**src/rtl/dac_mix_pkg.sv**
```systemverilog
// rtl/dac_mix_pkg.sv - sequencer states, unity/scale constants and accumulator width helper for dac_mix_ds
package dac_mix_pkg;

    typedef enum logic [1:0] {
        IDLE  = 2'd0,
        MAC   = 2'd1,
        SCALE = 2'd2
    } state_e;

    localparam int GAIN_UNITY  = 128;
    // Channel gain and master volume both use 128 as unity, so one shift removes both.
    localparam int SCALE_SHIFT = 2 * $clog2(GAIN_UNITY);

    function automatic int acc_width(input int depth, input int ch);
        return depth + 8 + $clog2(ch);
    endfunction

endpackage

```
**src/rtl/dac_ds_mod.sv**
```systemverilog
// rtl/dac_ds_mod.sv - delta-sigma modulator, first order by default, second order with DAC_MIX_DS_ORDER2_EN
module dac_ds_mod #(
    parameter int MIX_W = 13
) (
    input  logic             clk,
    input  logic             map_rst,
    input  logic [MIX_W-1:0] sample,
    output logic             snd
);
`ifdef DAC_MIX_DS_ORDER2_EN
    localparam int A_W = MIX_W + 4;
`else
    localparam int A_W = MIX_W + 2;
`endif
    localparam logic signed [A_W-1:0] FS = A_W'(64'd1 << MIX_W);

    logic signed [A_W-1:0] smp_s;
    logic signed [A_W-1:0] fb;
    logic signed [A_W-1:0] a1_q, a1_d;
    logic                  q;
    logic                  snd_q;

    assign smp_s = signed'(A_W'(sample));
    assign fb    = q ? FS : '0;
    assign a1_d  = a1_q + smp_s - fb;

`ifdef DAC_MIX_DS_ORDER2_EN
    logic signed [A_W-1:0] a2_q, a2_d;

    assign q    = ~a2_q[A_W-1];
    assign a2_d = a2_q + a1_q - fb;
`else
    assign q = ~a1_q[A_W-1];
`endif

    // Integrators start at -1 so a zero sample is silent from the first cycle.
    always_ff @(posedge clk or posedge map_rst) begin
        if (map_rst) begin
            a1_q  <= '1;
            snd_q <= 1'b0;
`ifdef DAC_MIX_DS_ORDER2_EN
            a2_q  <= '1;
`endif
        end else begin
            a1_q  <= a1_d;
            snd_q <= q;
`ifdef DAC_MIX_DS_ORDER2_EN
            a2_q  <= a2_d;
`endif
        end
    end

    assign snd = snd_q;

endmodule

```
**src/rtl/dac_mix_ds.sv**
```systemverilog
// rtl/dac_mix_ds.sv - CH-channel MAC mixer with master volume feeding a delta-sigma DAC (order via DAC_MIX_DS_ORDER2_EN)
module dac_mix_ds
    import dac_mix_pkg::*;
#(
    parameter int CH    = 4,
    parameter int DEPTH = 11,
    parameter int MIX_W = DEPTH + 2
) (
    input  logic                clk,
    input  logic                map_rst,
    input  logic                smp_stb,
    input  logic [CH*DEPTH-1:0] vol_in,
    input  logic [CH*8-1:0]     ch_gain,
    input  logic [7:0]          master_vol,
    output logic [MIX_W-1:0]    mix_out,
    output logic                busy,
    output logic                ovr,
    output logic                snd
);
    localparam int ACC_W = acc_width(DEPTH, CH);
    localparam int MUL_W = ACC_W + 8;
    localparam int IDX_W = (CH > 1) ? $clog2(CH) : 1;
    localparam logic [IDX_W-1:0] LAST_IDX = IDX_W'(CH - 1);
    localparam logic [MUL_W-1:0] MIX_MAX  = MUL_W'((64'd1 << MIX_W) - 64'd1);

    state_e              state_q, state_d;
    logic [CH*DEPTH-1:0] vol_q;
    logic [CH*8-1:0]     gain_q;
    logic [7:0]          mvol_q;
    logic [ACC_W-1:0]    acc_q, acc_d;
    logic [IDX_W-1:0]    idx_q, idx_d;
    logic [MIX_W-1:0]    mix_q, mix_d;
    logic                ovr_q, ovr_d;
    logic                accept;
    logic                load_mix;
    logic [ACC_W-1:0]    mul_a;
    logic [7:0]          mul_b;
    logic [MUL_W-1:0]    mul_p;
    logic [MUL_W-1:0]    scaled;

    always_ff @(posedge clk or posedge map_rst) begin
        if (map_rst) begin
            state_q <= IDLE;
        end else begin
            state_q <= state_d;
        end
    end

    always_comb begin
        state_d = state_q;
        case (state_q)
            IDLE:    if (smp_stb) state_d = MAC;
            MAC:     if (idx_q == LAST_IDX) state_d = SCALE;
            SCALE:   state_d = IDLE;
            default: state_d = IDLE;
        endcase
    end

    // The one multiplier serves vol*gain during MAC and acc*master during SCALE.
    always_comb begin
        busy     = (state_q != IDLE);
        accept   = (state_q == IDLE) && smp_stb;
        load_mix = (state_q == SCALE);
        mul_a    = ACC_W'(vol_q[int'(idx_q)*DEPTH +: DEPTH]);
        mul_b    = gain_q[int'(idx_q)*8 +: 8];
        if (state_q == SCALE) begin
            mul_a = acc_q;
            mul_b = mvol_q;
        end
    end

    assign mul_p  = MUL_W'(mul_a) * MUL_W'(mul_b);
    assign scaled = mul_p >> SCALE_SHIFT;

    always_comb begin
        acc_d = acc_q;
        idx_d = idx_q;
        mix_d = mix_q;
        ovr_d = ovr_q;
        if (smp_stb && busy) begin
            ovr_d = 1'b1;
        end
        if (accept) begin
            acc_d = '0;
            idx_d = '0;
        end else if (state_q == MAC) begin
            acc_d = acc_q + mul_p[ACC_W-1:0];
            idx_d = idx_q + 1'b1;
        end
        if (load_mix) begin
            mix_d = (scaled > MIX_MAX) ? {MIX_W{1'b1}} : scaled[MIX_W-1:0];
        end
    end

    always_ff @(posedge clk or posedge map_rst) begin
        if (map_rst) begin
            vol_q  <= '0;
            gain_q <= '0;
            mvol_q <= '0;
            acc_q  <= '0;
            idx_q  <= '0;
            mix_q  <= '0;
            ovr_q  <= 1'b0;
        end else begin
            if (accept) begin
                vol_q  <= vol_in;
                gain_q <= ch_gain;
                mvol_q <= master_vol;
            end
            acc_q <= acc_d;
            idx_q <= idx_d;
            mix_q <= mix_d;
            ovr_q <= ovr_d;
        end
    end

    assign mix_out = mix_q;
    assign ovr     = ovr_q;

    dac_ds_mod #(
        .MIX_W (MIX_W)
    ) u_mod (
        .clk     (clk),
        .map_rst (map_rst),
        .sample  (mix_q),
        .snd     (snd)
    );

endmodule

```
**config.mk**
```make
export PLATFORM = sky130hd
export DESIGN_NAME = dac_mix_ds
export DESIGN_NICKNAME = d
export VERILOG_FILES = /design/src/rtl/dac_mix_pkg.sv /design/src/rtl/dac_ds_mod.sv /design/src/rtl/dac_mix_ds.sv
export SDC_FILE = /design/constraint.sdc
export NUM_CORES = 1
export LEC_CHECK = 0
export BUFFER_PORTS_ARGS = -buffer_cell sky130_fd_sc_hd__buf_2
export CAP_MARGIN = 15
export CELL_PAD_IN_SITES_DETAIL_PLACEMENT = 2
export CELL_PAD_IN_SITES_GLOBAL_PLACEMENT = 2
export CORE_UTILIZATION = 43
export CTS_CLUSTER_DIAMETER = 100
export DETAILED_ROUTE_END_ITERATION = 12
export GPL_TIMING_DRIVEN = 0
export PLACE_DENSITY_LB_ADDON = 0.1
export REMOVE_ABC_BUFFERS = 1
export SKIP_LAST_GASP = 1
export SLEW_MARGIN = 20
export SYNTH_ARGS = -nofsm -noshare
export SYNTH_HDL_FRONTEND = slang
export SYNTH_SLANG_ARGS = --single-unit
```
**constraint.sdc**
```tcl
create_clock -name clk -period 17.52 [get_ports clk]
set_input_delay 1.752 -clock clk [delete_from_list [all_inputs] [get_ports clk]]
set_output_delay 1.752 -clock clk [all_outputs]
set_load 0.03 [all_outputs]
```
=== After elaboration in Yosys (flattened, before gate mapping) ===
Cells that the tools add are included.

* Register bits after elaboration: 139
* Latch bits: 0
* Memory bits (writable): 0
* Memory bits (read-only): 0
* Bits of input ports: 87
* Output and inout bits: 16
* Memories: 0

* $add $sub $neg: 4
* Multiply operators: 2
* Divide/modulo/power cells: 0
* $lt $le $gt $ge: 1
* Eq/ne operators: 5
* Shift operators: 2
* Muxes and demuxes: 11
* Bitwise logic cells: 1
* Reductions and logical operators: 6

{| class="wikitable"
|+ Operators with widths
! operator !! number
|-
| $mux W21 || 3
|-
| $shiftx A44 B7 Y11 || 1
|-
| $shiftx A32 B6 Y8 || 1
|-
| $mul A21 B8 Y29 || 1
|-
| $add A21 B21 Y21 || 1
|-
| $add A15 B14 Y15 || 1
|-
| $gt A15 B13 Y1 const B || 1
|-
| $sub A15 B15 Y15 || 1
|-
| $mux W14 || 1
|-
| $mux W13 || 1
|-
| $mux W2 || 4
|-
| $mux W8 || 1
|-
| $mul A2 B4 Y6 const B || 1
|-
| $eq A2 B2 Y1 const B || 2
|-
| $ne A2 B2 Y1 const B || 2
|-
| $pmux W2 S2 || 1
|-
| $reduce_bool A2 Y1 || 2
|-
| $add A2 B1 Y2 const B || 1
|-
| $eq A2 B1 Y1 const B || 1
|-
| $logic_and A1 B1 Y1 || 2
|-
| $logic_not A2 Y1 || 1
|-
| $reduce_and A2 Y1 || 1
|-
| $not A1 Y1 || 1
|}

=== Depth between registers and ports, before layout ===
Gate-level depths: netlist of run 1.

* Word-level depth: 7
* Depth in mapped cells: 32

=== Hierarchy ===
From an unflattened synthesis of run 1, not the netlist that was laid out.

* Cells, all modules: 1261
* Area, all modules: 12674.7 sq um

{| class="wikitable"
|+ By module, submodules not included
! module !! times used !! cells an instance !! area each (sq um) !! sequential area each (sq um)
|-
| dac_mix_ds || 1 || 1094 || 11267.1 || 3078.0
|-
| dac_ds_mod || 1 || 167 || 1407.6 || 419.2
|}

=== Least setup slack after synthesis of run 1 ===
Ideal clock, no wire load.

* Path type: reg-to-reg
* From: reg idx_q[1]
* To: reg acc_q[20]
* Setup time: 79 ps
* Arrival: 6880 ps
* Data required time: 17441 ps
* Path slack: 10561 ps
* Stages on the path, launching flop included: 30
* Cell sequence: dfrtp_1 buf_1 clkbuf_1 mux4_2 a21oi_1 clkbuf_1 nor2_1 fa_1 fa_1 fa_1 inv_1 fa_1 inv_1 ha_1 clkbuf_1 a21oi_2 o21ai_0 a21o_1 a21oi_1 a21oi_1 a41oi_1 ha_1 o21a_1 o21a_1 o21ai_0 a31oi_1 o2111ai_1 a21oi_1 o31a_1 mux2i_1

* Word-level cells in the longest chain between the ends: 7
* Elaborated cells on any way between the ends: 9
* Classes of those cells: 1 x add/sub; 2 x mul; 2 x shift; 4 x mux

{| class="wikitable"
|+ Ends and longest elaborated chain
! what !! RTL line !! source
|-
| from (decl) || dac_mix_ds.sv:31 || <nowiki>logic [IDX_W-1:0] idx_q, idx_d;</nowiki>
|-
| from (signal assigned) || dac_mix_ds.sv:111 || <nowiki>idx_q <= idx_d;</nowiki>
|-
| $mul A2 B4 Y6 || dac_mix_ds.sv:64 || <nowiki>mul_a = ACC_W'(vol_q[int'(idx_q)*DEPTH +: DEPTH]);</nowiki>
|-
| $shiftx A44 B7 Y11 || dac_mix_ds.sv:64 ||
|-
| $mux W21 || dac_mix_ds.sv:66 || <nowiki>if (state_q == SCALE) begin</nowiki>
|-
| $mul A21 B8 Y29 * || dac_mix_ds.sv:72 || <nowiki>assign mul_p = MUL_W'(mul_a) * MUL_W'(mul_b);</nowiki>
|-
| $add A21 B21 Y21 * || dac_mix_ds.sv:87 || <nowiki>acc_d = acc_q + mul_p[ACC_W-1:0];</nowiki>
|-
| $mux W21 * || dac_mix_ds.sv:86 || <nowiki>end else if (state_q == MAC) begin</nowiki>
|-
| $mux W21 * || dac_mix_ds.sv:83 || <nowiki>if (accept) begin</nowiki>
|-
| to (signal assigned) || dac_mix_ds.sv:100 || <nowiki>acc_q <= '0;</nowiki>
|-
| to (signal assigned) || dac_mix_ds.sv:110 || <nowiki>acc_q <= acc_d;</nowiki>
|-
| to (decl) || dac_mix_ds.sv:30 || <nowiki>logic [ACC_W-1:0] acc_q, acc_d;</nowiki>
|}

Every way passes the cells marked *; elsewhere a longest branch is shown, timed or not. The select of a mux whose other input is x is not followed.
A chain may end at the register's enable or synchronous reset.

=== Final worst setup path of run 1 ===
* From: reg idx_q[0]
* To: reg acc_q[19]

Same word-level chain as after synthesis.

==> metrics.json, run 1 <==
{
  "detail_route.drc_violations": 0,
  "instance_count_on_the_critical_path": 23,
  "grt_antenna_before_repair": 7,
  "use_met1_pct": 37.0,
  "route.antenna.remaining_nets": 0,
  "final-hold-violation-count": 0,
  "ys.flop_type": "sky130_fd_sc_hd__dfrtp_1",
  "post_drt_wl_per_cell_um": 23.5,
  "clk_pin_slew_ns": 0.06,
  "max_cap_viol_count": 0,
  "grt_use_met2_pct": 51.8,
  "max-slew-margin-rel_pct": 23.8,
  "worst_slew_pin_tran_ns": 1.11,
  "setup_repair_after_global_routing_missed_its_margin": "false",
  "postPlaceCellArea_um2": 13700,
  "cts_tree": "done",
  "syn_area_per_cell_um2": 9.86,
  "ios": 103,
  "cts_made_buffers": 17,
  "port-buffer-count": 102,
  "global_route_wire_length_before_repair_um": 67500,
  "hold_buffers": 0,
  "critPathTopFamily": "adder cells",
  "post_synth_num_cell_types": 67,
  "crit_type": "flip-flop to flip-flop",
  "totalNegativeSetupSlack_ns": 0,
  "clk-insertion-delay-late_ns": 0.45,
  "crit_required_ns": 17.81,
  "clock-sinks": 139,
  "core_region_area_um2": 28900,
  "start_util_pct": 44.1,
  "postCtsSetupBuffers": 0,
  "ys_seq_area_share_pct": 27.4,
  "critical_path.max_fanout": 22,
  "global_route.usage.total_pct": 29.3,
  "yosysMostFrequentCell": "sky130_fd_sc_hd__inv_1",
  "use_met3_pct": 4.68,
  "cts.path.max_buffers": 2,
  "max_clock_freq_mhz": 119,
  "detailedPlace.worstSlack_ns": 8.75,
  "min_delay_path_class": "flip-flop to flip-flop",
  "yosys-top-cells-count": "sky130_fd_sc_hd__inv_1, sky130_fd_sc_hd__dfrtp_1, sky130_fd_sc_hd__fa_1",
  "overflow": 0,
  "clockRootBuffer": "sky130_fd_sc_hd__clkbuf_16",
  "cts_resized": 0,
  "worst_hold_path.num_cells": 1,
  "synth_enable_flop_cells": 0,
  "drive_above_1_share_pct": 21.3,
  "crit_path_frequent_cell": "sky130_fd_sc_hd__fa_1",
  "detailroute.via_count": 9785,
  "firstDrtPassIters": 4,
  "synthCells": 1293,
  "worst-path-buf-inv": 2,
  "detailedRoute.firstIterationViolations": 409,
  "chipHeight_um": 174,
  "place_hpwl_um": 31300,
  "setup_viol": 0,
  "pin_count_of_the_biggest_net_entering_global_routing": 96,
  "pins_over_slew_limit": 0,
  "critical_path.cell_chain": "mux4_2, a21oi_1, nor2_1, fa_1, fa_1, fa_1, inv_1, fa_1, inv_1, ha_1, and3_1, nand3_1, o2111ai_1, nand2_1, o21ai_0, xor2_1, ha_1, a21oi_1, nand3b_1, a311oi_1, o31ai_1, xnor2_1, o21ai_0",
  "gp_routability_congestion": 0.806,
  "final_net_count": 1668,
  "route.final.wire_length_um": 41600,
  "finalWorstPathRequiredPeriod_ns": 8.42,
  "synthArstFlopShare_pct": 100,
  "busiest_layer": "met2",
  "finalCoreUtilization_pct": 49.6,
  "setup_ws_ns": 9.10,
  "post_drt_via_cell_ratio": 5.53,
  "layout_worst_path_cycle_share_pct": 48.1,
  "worst-endpoint-arrival_ns": 8.72,
  "reg2regPathDepth": 23,
  "first_global_vias": 11900,
  "crit_path_end_kind": "flip-flop",
  "die_width_um": 174,
  "skew_ns": 0.00805,
  "worst_setup_path_start_kind": "flip-flop",
  "clock_h_tree_levels": 4,
  "layout-area-overhead-vs-synth_pct": 12.5,
  "crit_slowest_cell": "sky130_fd_sc_hd__a21oi_1",
  "placementRows": 62,
  "yosysTopAreaCell": "sky130_fd_sc_hd__dfrtp_1",
  "die_area_um2": 30300,
  "result_of_the_run": "finished, final reports clean",
  "synth.top_cells.by_area": "sky130_fd_sc_hd__dfrtp_1, sky130_fd_sc_hd__fa_1, sky130_fd_sc_hd__ha_1, sky130_fd_sc_hd__mux2_2, sky130_fd_sc_hd__inv_1",
  "synth_top_area_share_pct": 24.3,
  "synth_warnings": 0,
  "cpPeakStageDelay_ns": 0.90,
  "ys_seq_elements": 139,
  "post_synth_instance_area_um2": 12700,
  "final_cell_area_um2": 14300
}
-- cell type report --
class / instances / area [um^2]
tap: 384 / 480
inverter: 197 / 747
clock buffer: 18 / 439
clock inverter: 14 / 158
timing repair buffer: 109 / 673
fill: 3009 / 14600
antenna: 4 / 10.0
multi-input combinational: 903 / 8340
sequential: 139 / 3500
-- through the flow --
step | hold slack (ns) | instances
floorplan | 0.416 | 1239
global route | 0.460 | 1767
detailed placement | 0.436 | 1732
finish | 0.448 | 1768
CTS | 0.452 | 1764
global placement | 0.431 | 1725
-- flip-flops by register name, summed over array words and instances, names as in the netlist --
name / count
idx_q: 2
mvol_q: 8
acc_q: 21
u_mod.a1_q: 15
vol_q: 44
state_q: 2
u_mod.snd: 1
gain_q: 32
mix_out: 13
ovr: 1
-- per-layer routing --
| metal | share of wire (%) | routed length, um | vias to the layer above |
|---|---|---|---|
| met5 | 0.031 | 13 | - |
| met4 | 1.8 | 748 | 2 |
| met3 | 3.4 | 1390 | 46 |
| met2 | 52 | 21500 | 156 |
| met1 | 43 | 17900 | 5123 |
| li1 | - | - | 4458 |
-- kinds of logic after synthesis --
logic type,Yosys count,share of synthesized area [%]
mux,117,11.9
compound gates,201,10.6
flops,139,27.4
simple gates,327,11.9
buf+inv,251,7.43
xor+xnor,44,3.02
fa+ha+maj,214,27.8
-- cell usage in the layout (no fill, tap or decap), types with 12 or more instances in the layout --
master / n
sky130_fd_sc_hd__inv_1: 196
sky130_fd_sc_hd__dfrtp_1: 122
sky130_fd_sc_hd__fa_1: 115
sky130_fd_sc_hd__nor2_1: 112
sky130_fd_sc_hd__buf_2: 102
sky130_fd_sc_hd__ha_1: 99
sky130_fd_sc_hd__nand2_1: 94
sky130_fd_sc_hd__mux2_2: 85
sky130_fd_sc_hd__a21oi_1: 53
sky130_fd_sc_hd__and3_1: 46
sky130_fd_sc_hd__o21ai_0: 40
sky130_fd_sc_hd__xnor2_1: 32
sky130_fd_sc_hd__mux4_2: 19
sky130_fd_sc_hd__clkbuf_16: 17
sky130_fd_sc_hd__dfstp_2: 15
sky130_fd_sc_hd__a21o_1: 13
sky130_fd_sc_hd__nand3_1: 12
sky130_fd_sc_hd__xor2_1: 12
sky130_fd_sc_hd__mux2i_1: 12
-- path summary, 6_finish.rpt --
kind                                     start    endpoint  slack (ns)
worst max-delay path                  idx_q[0]   acc_q[19]        9.10
worst min-delay path            u_mod.a1_q[14]   u_mod.snd        0.45
worst max register to register        idx_q[0]   acc_q[19]        9.10
worst min register to register  u_mod.a1_q[14]   u_mod.snd        0.45
max in group asynchronous              map_rst    idx_q[0]       15.40
min in group asynchronous              map_rst  gain_q[23]        1.30
-- worst reg2reg max path, stage by stage, from the launching register on --
cell and delay, ns:
sky130_fd_sc_hd__dfrtp_2 0.87, sky130_fd_sc_hd__mux4_2 0.70, sky130_fd_sc_hd__a21oi_1 0.90, sky130_fd_sc_hd__nor2_1 0.18
sky130_fd_sc_hd__fa_1 0.58, sky130_fd_sc_hd__fa_1 0.46, sky130_fd_sc_hd__fa_1 0.57, sky130_fd_sc_hd__inv_1 0.06
sky130_fd_sc_hd__fa_1 0.53, sky130_fd_sc_hd__inv_1 0.04, sky130_fd_sc_hd__ha_1 0.40, sky130_fd_sc_hd__and3_1 0.23
sky130_fd_sc_hd__nand3_1 0.11, sky130_fd_sc_hd__o2111ai_1 0.37, sky130_fd_sc_hd__nand2_1 0.15, sky130_fd_sc_hd__o21ai_0 0.23
sky130_fd_sc_hd__xor2_1 0.32, sky130_fd_sc_hd__ha_1 0.35, sky130_fd_sc_hd__a21oi_1 0.35, sky130_fd_sc_hd__nand3b_1 0.14
sky130_fd_sc_hd__a311oi_1 0.34, sky130_fd_sc_hd__o31ai_1 0.15, sky130_fd_sc_hd__xnor2_1 0.15, sky130_fd_sc_hd__o21ai_0 0.09
Power of run 1 is not shown: default switching activity piles up to over one toggle a cycle in this logic, so the estimate is an artifact.
==> inputs of run 2 (changes only) <==
CORE_UTILIZATION = 36   (was 43)
clock period = 7.3 ns   (was 17.52 ns; I/O delays follow)
==> metrics.json, run 2 (same netlist as run 1, synthesis figures left out) <==
{
  "firstDrtPassIters": {"value": 4, "change": "unchanged"},
  "cts_made_buffers": {"value": 17, "change": "unchanged"},
  "chipHeight": {"value": 190, "unit": "um", "change": "+9.2%"},
  "biggestRegsByFlops": "vol_q (44), gain_q (32), acc_q (21)",
  "hold_buffers": {"value": 0, "change": "unchanged"},
  "pin_count_of_the_biggest_net_entering_global_routing": {"value": 97, "change": "+1.0%"},
  "placementRows": {"value": 68, "change": "+9.7%"},
  "place_hpwl": {"value": 29800, "unit": "um", "change": "-4.9%"},
  "crit_path_end_kind": "flip-flop",
  "mostFrequentLayoutCells": "sky130_fd_sc_hd__inv_1, sky130_fd_sc_hd__dfrtp_1, sky130_fd_sc_hd__fa_1",
  "min_delay_path_class": "input port to asynchronous set/reset pin",
  "post_drt_via_cell_ratio": {"value": 5.27, "change": "-4.7%"},
  "worst-endpoint-arrival": {"value": 7.49, "unit": "ns", "change": "-1.23 ns"},
  "route.final.wire_length": {"value": 40100, "unit": "um", "change": "-3.5%"},
  "critical_path.max_fanout": {"value": 6, "change": "-73%"},
  "setup_viol": {"value": 0, "change": "unchanged"},
  "post_drt_wl_per_cell": {"value": 21.3, "unit": "um", "change": "-9.3%"},
  "setup_repair_after_global_routing_missed_its_margin": "true",
  "die_area": {"value": 36200, "unit": "um^2", "change": "+19%"},
  "reg2regPathDepth": {"value": 25, "change": "+8.7%"},
  "clk-insertion-delay-late": {"value": 0.45, "unit": "ns", "change": "about the same"},
  "result_of_the_run": "finished, final reports clean",
  "cts.path.max_buffers": {"value": 2, "change": "unchanged"},
  "max_clock_freq": {"value": 140, "unit": "MHz", "change": "+18%"},
  "antenna_diodes": {"value": 0, "change": "-4"},
  "first_global_vias": {"value": 11400, "change": "-4.4%"},
  "ios": {"value": 103, "change": "unchanged"},
  "worst_slew_pin_tran": {"value": 1.12, "unit": "ns", "change": "+0.0108 ns"},
  "worst_setup_path_start_kind": "flip-flop",
  "gp_routability_congestion": {"value": 0.783, "change": "-2.9%"},
  "skew": {"value": 0.0130, "unit": "ns", "change": "+0.00498 ns"},
  "final_net_count": {"value": 1714, "change": "+2.8%"},
  "final_common_cell": "sky130_fd_sc_hd__inv_1",
  "max-slew-margin-rel": {"value": 25.0, "unit": "%", "change": "+1.2 points"},
  "global_route_wire_length_before_repair": {"value": 64500, "unit": "um", "change": "-4.5%"},
  "port-buffer-count": {"value": 102, "change": "unchanged"},
  "layout-area-overhead-vs-synth_pct": 20.7,
  "core_region_area": {"value": 34700, "unit": "um^2", "change": "+20%"},
  "pins_over_slew_limit": {"value": 0, "change": "unchanged"},
  "rr_endpoint": "acc_q[20]",
  "r2r_setup_slack": {"value": 0.17, "unit": "ns", "change": "-8.93 ns"},
  "detailedRoute.firstIterationViolations": {"value": 374, "change": "-8.6%"},
  "start_util": {"value": 36.7, "unit": "%", "change": "-7.3 points"},
  "final-hold-violation-count": {"value": 0, "change": "unchanged"},
  "largest_reg_flops": {"value": 44, "change": "unchanged"},
  "drive_above_1_share": {"value": 28.0, "unit": "%", "change": "+6.7 points"},
  "finalWorstPathRequiredPeriod": {"value": 7.13, "unit": "ns", "change": "-1.29 ns"},
  "r2r-start": "idx_q[0]",
  "grt_antenna_before_repair": {"value": 1, "change": "-6"},
  "crit_type": "flip-flop to flip-flop",
  "global_route.usage.total": {"value": 23.4, "unit": "%", "change": "-5.9 points"},
  "route.antenna.remaining_nets": {"value": 0, "change": "unchanged"},
  "regMostFlops": "vol_q",
  "detail_route.drc_violations": {"value": 0, "change": "unchanged"},
  "layout_worst_path_cycle_share": {"value": 97.7, "unit": "%", "change": "+50 points"},
  "hold_ws": {"value": 0.276, "unit": "ns", "change": "-0.171 ns"},
  "clock-sinks": {"value": 139, "change": "unchanged"},
  "overflow": {"value": 0, "change": "unchanged"},
  "clockRootBuffer": "sky130_fd_sc_hd__clkbuf_16",
  "cts_tree": "done",
  "max_cap_viol_count": {"value": 0, "change": "unchanged"},
  "clk_pin_slew": {"value": 0.06, "unit": "ns", "change": "about the same"},
  "crit_required": {"value": 7.66, "unit": "ns", "change": "-10.15 ns"},
  "die_width": {"value": 190, "unit": "um", "change": "+9.2%"},
  "clock_h_tree_levels": {"value": 4, "change": "unchanged"},
  "detailroute.via_count": {"value": 9917, "change": "+1.3%"}
}
run 2: changes by cell type in the layout (fill, tap and decap cells not counted), sizes merged:
cell      delta
bufinv       -1
clkbuf       +4
clkinv       -1
inv          -2
clkinvlp     +1
diode        -4
buf         +43
a21oi        +2
run 2: area by class of cell:
type	count	area (um^2)
fill	3693	19300
multi-input combinational	905	8860
sequential	139	3510
timing repair buffer	153	1140
inverter	197	747
tap	455	569
clock buffer	21	450
clock inverter	11	110
run 2: worst max-delay path, stage by stage, from the launching register on:
cell and delay (ns):
sky130_fd_sc_hd__dfrtp_4 0.48, sky130_fd_sc_hd__buf_12 0.14, sky130_fd_sc_hd__mux4_2 0.64, sky130_fd_sc_hd__a21oi_4 0.35, sky130_fd_sc_hd__or2_2 0.19, sky130_fd_sc_hd__fa_1 0.43
sky130_fd_sc_hd__fa_1 0.50, sky130_fd_sc_hd__inv_1 0.06, sky130_fd_sc_hd__fa_1 0.53, sky130_fd_sc_hd__inv_1 0.06, sky130_fd_sc_hd__fa_1 0.53, sky130_fd_sc_hd__inv_1 0.06
sky130_fd_sc_hd__ha_4 0.30, sky130_fd_sc_hd__o211ai_1 0.13, sky130_fd_sc_hd__o211ai_2 0.32, sky130_fd_sc_hd__buf_4 0.16, sky130_fd_sc_hd__a31oi_1 0.14, sky130_fd_sc_hd__a221o_1 0.38
sky130_fd_sc_hd__nand3_1 0.10, sky130_fd_sc_hd__a21oi_1 0.11, sky130_fd_sc_hd__xnor2_2 0.31, sky130_fd_sc_hd__ha_1 0.34, sky130_fd_sc_hd__a21oi_1 0.23, sky130_fd_sc_hd__a21oi_2 0.10
sky130_fd_sc_hd__o31a_1 0.28, sky130_fd_sc_hd__mux2i_1 0.16
run 2: worst max-delay path by stage:
stage	end	slack, ns	startpoint	cells past startpoint
3_5_place_dp	acc_q[19]	-1.44	idx_q[1]	23
3_3_place_gp	acc_q[9]	-2.33	smp_stb	5
5_1_grt	acc_q[20]	-0.05	idx_q[0]	25
4_1_cts	acc_q[20]	-0.01	idx_q[0]	24
2_1_floorplan	acc_q[20]	0.02	state_q[0]	25
6_report	acc_q[20]	0.17	idx_q[0]	25
run 2: routing by layer:
layer / vias up / GRT usage [%] / wire [um]
li1: 4551 / - / -
met1: 5176 / 31.3 / 18400
met2: 146 / 39.5 / 19300
met3: 42 / 3.41 / 1480
met4: 2 / 6.12 / 823
met5: - / 0 / 13
run 2: through the flow:
stage | setup TNS [ns] | cell area (um^2) | cells | worst slack [ns] | utilization, %
2_1_floorplan | 0 | 12500 | 1239 | 0.0162 | -
3_3_place_gp | -98.89 | 13600 | 1796 | -2.33 | 39.2
3_5_place_dp | -10.90 | 13800 | 1803 | -1.44 | 39.8
4_1_cts | -0.0116 | 15000 | 1867 | -0.0116 | 43.3
5_1_grt | -0.0911 | 15400 | 1881 | -0.0527 | 44.3
6_report | 0 | 15400 | 1881 | 0.169 | 44.3
run 2: what timing repair did:
| action | in CTS | in global routing |
|---|---|---|
| setup endpoints to repair | 25 | 7 |
| pin swaps | 6 | 14 |
| setup buffers | 30 | 13 |
| gates cloned | 2 | 1 |
| resized for setup | 55 | 48 |
Power of run 2 is left out for the same reason.
